--- src/rtl/pulse_sched_pkg.sv ---
// Shared encodings for the pulse scheduler: channel modes and channel FSM states.
package pulse_sched_pkg;

  // Channel operating mode as carried on cfg_mode; the reserved code runs as periodic.
  typedef enum logic [1:0] {
    MODE_PERIODIC = 2'd0,
    MODE_ONESHOT  = 2'd1,
    MODE_BURST    = 2'd2,
    MODE_RESERVED = 2'd3
  } mode_e;

  // Channel state; completion is a registered strobe, not a state of its own.
  typedef enum logic {
    ST_IDLE = 1'b0,
    ST_RUN  = 1'b1
  } state_e;

endpackage

--- src/rtl/pulse_channel.sv ---
// One pulse channel: shadows its configuration on start, walks a period counter
// and emits registered pulse/busy/done strobes one cycle behind the counter.
module pulse_channel
  import pulse_sched_pkg::*;
#(
  parameter int CNT_W   = 32,
  parameter int BURST_W = 16
) (
  input  logic               clk,
  input  logic               reset,
  input  logic               en,
  input  logic               start,
  input  logic               stop,
  input  logic [CNT_W-1:0]   cfg_period,
  input  logic [CNT_W-1:0]   cfg_width,
  input  logic [1:0]         cfg_mode,
  input  logic [BURST_W-1:0] cfg_burst,
  output logic               pulse,
  output logic               busy,
  output logic               done,
  output logic               cfg_err
);

  state_e             state_reg, state_next;
  logic [CNT_W-1:0]   count_reg, count_next;
  logic [CNT_W-1:0]   period_reg, period_next;
  logic [CNT_W-1:0]   width_reg, width_next;
  logic [BURST_W-1:0] left_reg, left_next;
  logic               periodic_reg, periodic_next;
  logic               pulse_reg, pulse_next;
  logic               busy_reg, busy_next;
  logic               done_reg, done_next;
  logic               fin_reg, fin_next;
  logic               err_reg, err_next;

  logic [CNT_W-1:0]   width_eff;
  logic [BURST_W-1:0] burst_eff;
  logic               periodic_cfg;
  mode_e              mode_cfg;

  // Normalise the incoming config: width in [1, P-1] (1 when P==1), pulse count >= 1.
  always_comb begin
    mode_cfg     = mode_e'(cfg_mode);
    periodic_cfg = (mode_cfg == MODE_PERIODIC) || (mode_cfg == MODE_RESERVED);
    width_eff    = cfg_width;
    if (cfg_period == CNT_W'(1) || cfg_width == '0) begin
      width_eff = CNT_W'(1);
    end else if (cfg_width >= cfg_period) begin
      width_eff = cfg_period - CNT_W'(1);
    end
    burst_eff = BURST_W'(1);
    if (mode_cfg == MODE_BURST && cfg_burst != '0) begin
      burst_eff = cfg_burst;
    end
  end

  // Next-state and output logic; stop outranks start, start outranks counting.
  always_comb begin
    state_next    = state_reg;
    count_next    = count_reg;
    period_next   = period_reg;
    width_next    = width_reg;
    left_next     = left_reg;
    periodic_next = periodic_reg;
    pulse_next    = pulse_reg;
    busy_next     = busy_reg;
    err_next      = err_reg;
    fin_next      = 1'b0;
    done_next     = fin_reg;

    // Outputs follow the counter one cycle later and freeze while en is low.
    if (en) begin
      busy_next  = (state_reg == ST_RUN);
      pulse_next = (state_reg == ST_RUN) && (count_reg < width_reg);
    end

    if (stop) begin
      state_next = ST_IDLE;
      pulse_next = 1'b0;
      busy_next  = 1'b0;
    end else if (start) begin
      if (cfg_period == '0) begin
        err_next = 1'b1;
      end else begin
        err_next      = 1'b0;
        state_next    = ST_RUN;
        count_next    = '0;
        period_next   = cfg_period;
        width_next    = width_eff;
        periodic_next = periodic_cfg;
        left_next     = burst_eff;
      end
    end else if (state_reg == ST_RUN && en) begin
      if (count_reg == period_reg - CNT_W'(1)) begin
        count_next = '0;
        if (!periodic_reg) begin
          if (left_reg == BURST_W'(1)) begin
            state_next = ST_IDLE;
            fin_next   = 1'b1;
          end else begin
            left_next = left_reg - BURST_W'(1);
          end
        end
      end else begin
        count_next = count_reg + CNT_W'(1);
      end
    end
  end

  // State and output registers with synchronous active-low reset.
  always_ff @(posedge clk) begin
    if (!reset) begin
      state_reg    <= ST_IDLE;
      count_reg    <= '0;
      period_reg   <= '0;
      width_reg    <= '0;
      left_reg     <= '0;
      periodic_reg <= 1'b0;
      pulse_reg    <= 1'b0;
      busy_reg     <= 1'b0;
      done_reg     <= 1'b0;
      fin_reg      <= 1'b0;
      err_reg      <= 1'b0;
    end else begin
      state_reg    <= state_next;
      count_reg    <= count_next;
      period_reg   <= period_next;
      width_reg    <= width_next;
      left_reg     <= left_next;
      periodic_reg <= periodic_next;
      pulse_reg    <= pulse_next;
      busy_reg     <= busy_next;
      done_reg     <= done_next;
      fin_reg      <= fin_next;
      err_reg      <= err_next;
    end
  end

  assign pulse   = pulse_reg;
  assign busy    = busy_reg;
  assign done    = done_reg;
  assign cfg_err = err_reg;

endmodule

--- src/rtl/pulse_scheduler.sv ---
// Multi-channel pulse scheduler: slices the packed config buses and replicates
// one independent pulse_channel per channel.
module pulse_scheduler
  import pulse_sched_pkg::*;
#(
  parameter int NUM_CH  = 4,
  parameter int CNT_W   = 32,
  parameter int BURST_W = 16
) (
  input  logic                      clk,
  input  logic                      reset,
  input  logic                      en,
  input  logic [NUM_CH*CNT_W-1:0]   cfg_period,
  input  logic [NUM_CH*CNT_W-1:0]   cfg_width,
  input  logic [NUM_CH*2-1:0]       cfg_mode,
  input  logic [NUM_CH*BURST_W-1:0] cfg_burst,
  input  logic [NUM_CH-1:0]         start,
  input  logic [NUM_CH-1:0]         stop,
  output logic [NUM_CH-1:0]         pulse,
  output logic [NUM_CH-1:0]         busy,
  output logic [NUM_CH-1:0]         done,
  output logic [NUM_CH-1:0]         cfg_err
);

  genvar gi;

  // One channel per slice; channels share nothing but clock, reset and en.
  generate
    for (gi = 0; gi < NUM_CH; gi++) begin : g_ch
      pulse_channel #(
        .CNT_W   (CNT_W),
        .BURST_W (BURST_W)
      ) u_ch (
        .clk        (clk),
        .reset      (reset),
        .en         (en),
        .start      (start[gi]),
        .stop       (stop[gi]),
        .cfg_period (cfg_period[gi*CNT_W +: CNT_W]),
        .cfg_width  (cfg_width[gi*CNT_W +: CNT_W]),
        .cfg_mode   (cfg_mode[gi*2 +: 2]),
        .cfg_burst  (cfg_burst[gi*BURST_W +: BURST_W]),
        .pulse      (pulse[gi]),
        .busy       (busy[gi]),
        .done       (done[gi]),
        .cfg_err    (cfg_err[gi])
      );
    end
  endgenerate

endmodule

--- config.mk ---
export PLATFORM = sky130hd
export DESIGN_NAME = pulse_scheduler
export DESIGN_NICKNAME = d
export VERILOG_FILES = /design/src/rtl/pulse_sched_pkg.sv /design/src/rtl/pulse_channel.sv /design/src/rtl/pulse_scheduler.sv
export SDC_FILE = /design/constraint.sdc
export NUM_CORES = 2
export LEC_CHECK = 0
export ABC_AREA = 1
export BUFFER_PORTS_ARGS = -buffer_cell sky130_fd_sc_hd__buf_4
export CAP_MARGIN = 5
export CORE_MARGIN = 2
export CORE_UTILIZATION = 31
export DETAILED_ROUTE_END_ITERATION = 6
export SYNTH_ARGS = -nofsm -noshare
export SYNTH_HDL_FRONTEND = slang
export SYNTH_HIERARCHICAL = 1
export SYNTH_SLANG_ARGS = --single-unit
--- constraint.sdc ---
create_clock -name clk -period 2.8 [get_ports clk]
set_input_delay 0 -clock clk [delete_from_list [all_inputs] [get_ports clk]]
set_output_delay 0 -clock clk [all_outputs]
set_load 0.005 [all_outputs]
==> implementation parameters <==
Parameter                              Value

Yosys
  Flip-flop cell with the highest count after synthesis    sky130_fd_sc_hd__dfxtp_1
  Synthesis-stage register bit count    between 400 and 500
  Yosys warns    6
  Ys async rst share    0%
  Synthesized netlist net count    ~6600
  Yosys cell types    57
  Post-Synthesis Cell Area    about 0.038 mm2
  Cells after synthesis    between 5000 and 6000
  Share of the yosys chip area belonging to registers    around a quarter
  Mean instance size in the synthesized netlist    about 6.3 um2
  Post-synth EDFFs    0

Clock network
  Buffer cell driving the clock tree root    sky130_fd_sc_hd__clkbuf_16
  CTS tree    done
  CTS max path bufs    3
  Clock sink count    between 400 and 500
  Clock input transition at the sequential cells of the worst setup and hold paths    about 0.060 ns
  Number of buffers created by CTS    59
  Later-pin clock latency in the skew report    ~0.67 ns
  H-tree levels    2

Power
  Leakage power    between 20 and 25 nW
  Peak ir drop on the vdd network    0.000492 V
  Total power density per cell area    ~430 mW/mm2

Detailed routing
  Number of optimization iterations in the first detailed-route pass    7
  Routed Antenna Nets    0
  WL final    between 100000 and 150000 um
  Number of DRC markers after the initial detailed-route iteration    about 3800
  Via density    5.04
  Residual DRC count    1
  Wire per inst    about 17 um
  Vias post-DR    around 43000

Global route
  Global-route usage over all layers    roughly 22%
  Largest net degree at the start of global routing    88
  Congestion Overflow GR    0
  Number of global-route vias before repair    between 40000 and 50000
  First-pass GRT wire length    roughly 230000 um
  Antenna violations before repair    11

Worst hold path
  Path class of the lowest-slack min-delay path    primary input to register
  Hold depth    9
  Endpoint of the worst hold-timing path    g_ch[3].u_ch/left_reg[7]
  Startpoint of the lowest-slack hold path    cfg_mode[6]

Place
  Placed standard-cell area    around 0.043 mm2
  Worst setup slack after placement    around 0.096 ns
  Port-buffer cells    about 350
  DP Cell Count    7945
  GP Congestion    slightly above 0.9
  Sum of net half-perimeters after detailed placement    111000 um

Setup path
  Worst R2R Path Depth    15
  Crit Reg-Reg Startpoint    g_ch[1].u_ch/period_reg[12]
  Type of the worst setup path    primary input to register
  Crit Reg-Reg Endpoint    g_ch[1].u_ch/state_reg
  Cell Chain, Critical Path    dlygate4sd3_1 > buf_4 > inv_1 > nand3_1 > nor2_1 > nand4_1 > nor2_2 > nand4_1 > nor3_1 > xor2_1 > nand2_1 > o211ai_1 > dlygate4sd3_1 > nand2_1
  Library cell contributing the largest single delay on the critical path    sky130_fd_sc_hd__dlygate4sd3_1
  Startpoint type of the worst setup path    primary input
  Crit path capture type    register
  Critical Path AT    approximately 3.3 ns
  Crit path buf inv count    4
  Largest driver fanout on the critical path    7
  CP peak stage delay    approximately 0.58 ns
  Flop2flop setup slack    around 0.2 ns
  Required time of the worst setup path    between 3 and 4 ns
  Top delay family on crit path    simple AND/OR/NAND/NOR gates

STA
  Final clock skew    ~0.024 ns
  Sum Neg Setup Slack    0 ns
  Maximum achievable frequency    approximately 370 MHz
  Max-slew violation count    0
  Relative slew slack    between 50% and 60%
  Hold violation total from the final report    0
  Setup violation total in the final timing report    0
  Shortest clock period the worst path allows after layout    about 2.7 ns
  Setup slack of the critical path after layout    approximately 0.082 ns
  Tcrit/Tclk final    97.1%
  Transition time at the pin with the least slew margin    0.702 ns

Floorplan
  Number of placed I/O pins    about 360
  Initial core utilization    just over 30%
  Std cell rows    around 130
  Chip width    roughly 350 um
  Core box area    about 0.12 mm2
  Height of the chip    353 um
  Total Die Area    between 0.1 and 0.15 mm2

Final layout
  Most used cells in the layout excluding fill and tap cells    1271 x sky130_fd_sc_hd__nand2_1, 808 x sky130_fd_sc_hd__nor2_1, 806 x sky130_fd_sc_hd__inv_1
  Post-synthesis to final-layout area growth    33.1%
  Fraction of final layout cells with drive strength greater than 1    between 10% and 20%
  Fin cells    roughly 8500
  Total number of nets in the final design    7484
  Total non-filler cell area in the finished layout    0.0503 mm2
  Most common library cell in the layout ignoring fill and taps    sky130_fd_sc_hd__nand2_1
  Final core utilization    41.4%

Run
  Number of violations of the max-capacitance limit    0

Run status
  Violations in the final reports    DRC
  Result of the run    complete, but fails checks
worst max path at each step:
stage | startpoint | to | slack [ns] | depth (start not counted)
global route | cfg_period[66] | g_ch[2].u_ch/width_reg[31] | -0.05 | 17
global placement | g_ch[2].u_ch/period_reg[11] | g_ch[2].u_ch/left_reg[8] | 0.10 | 16
CTS | cfg_period[52] | g_ch[1].u_ch/width_reg[30] | 0.007 | 17
finish | cfg_period[98] | g_ch[3].u_ch/width_reg[31] | 0.08 | 14
floorplan | g_ch[1].u_ch/period_reg[0] | g_ch[1].u_ch/count_reg[21] | 0.54 | 17
detailed placement | g_ch[0].u_ch/period_reg[0] | g_ch[0].u_ch/left_reg[4] | 0.1 | 16
worst register-to-register path, cell delays in order, from the launching register on:
cell	delay (ns)
sky130_fd_sc_hd__dfxtp_1	0.36
sky130_fd_sc_hd__nor2_1	0.26
sky130_fd_sc_hd__nand2_1	0.15
sky130_fd_sc_hd__nor2_1	0.25
sky130_fd_sc_hd__nand3_2	0.10
sky130_fd_sc_hd__nand2_1	0.07
sky130_fd_sc_hd__nand2_1	0.07
sky130_fd_sc_hd__nor2_1	0.09
sky130_fd_sc_hd__nand2_1	0.07
sky130_fd_sc_hd__nor2_1	0.10
sky130_fd_sc_hd__nand3_1	0.08
sky130_fd_sc_hd__nor2_2	0.11
sky130_fd_sc_hd__nand4_1	0.09
sky130_fd_sc_hd__nand2_1	0.08
sky130_fd_sc_hd__a21oi_1	0.05
sky130_fd_sc_hd__dlygate4sd3_1	0.55
per-layer routing:
metal,up-vias,wire length [um],track usage [%]
met5,-,13,0
met4,2,4360,6.66
met3,281,9110,2.83
met2,1408,63600,35.5
met1,19800,67600,31.1
li1,21600,-,-
synth_stat cells, drive strengths merged, types with 6 or more instances:
cell type	n	area, um2
nand2	1314	5040
nor2	877	3490
inv	816	3060
dfxtp	476	9530
o21ai	415	2080
nand3	395	2060
a21oi	342	1710
ha	280	3500
xor2	193	1700
nand4	155	970
nor3	139	706
o211ai	124	931
clkbuf	109	409
nor4	83	519
xnor2	54	473
buf	46	329
nand3b	20	150
o21bai	13	97.6
a32oi	12	105
o22ai	12	75.1
o21a	11	82.6
or2	10	62.6
a211oi	9	67.6
a21o	9	67.6
a22oi	9	67.6
clkinv	9	33.8
a31o	6	52.6
o221ai	6	52.6
cell type report:
type / count / area, um2
clock buffer: 69 / 1590
inverter: 825 / 3110
antenna: 10 / 25.0
multi-input combinational: 4533 / 24800
clock inverter: 38 / 544
fill: 12600 / 71100
timing repair inverter: 2 / 10.0
timing repair buffer: 968 / 8660
tap: 1625 / 2030
sequential: 476 / 9530
power breakdown:
group	switching (mW)	leakage, nW	internal, mW
logic	3.51	17.9	2.34
registers	0.280	3.89	7.10
clock network	3.44	1.04	5.11
total	7.23	22.9	14.5
per-stage QoR:
stage,power (mW),hold slack (ns)
6_report,21.8,0.158
5_1_grt,22.9,0.123
4_1_cts,21.7,0.0907
3_5_place_dp,12.6,0.285
3_3_place_gp,12.6,0.282
2_1_floorplan,10.8,0.154
what timing repair did:
item | 4_1_cts | 5_1_grt
setup endpoints to repair | 0 | 268
resized for setup | 0 | 77
endpoints found under the hold margin | 377 | 1
setup buffers | 0 | 14
hold buffers | 461 | 1
cells by family (layout without fill, tap and decap cells):
group / count (synthesis) / after routing / synth area share, %
and+or+nand+nor: 3015 / 3020 / 34.8
xor gates and xnor gates: 248 / 248 / 5.81
buffers and inverters: 980 / 1902 / 10.2
adders and majority gates: 280 / 280 / 9.28
other: 0 / 10 / 0
AOI/OAI and AO/OA: 985 / 985 / 14.7
DFF: 476 / 476 / 25.2
Note: power is estimated with default switching activity, not from simulation.
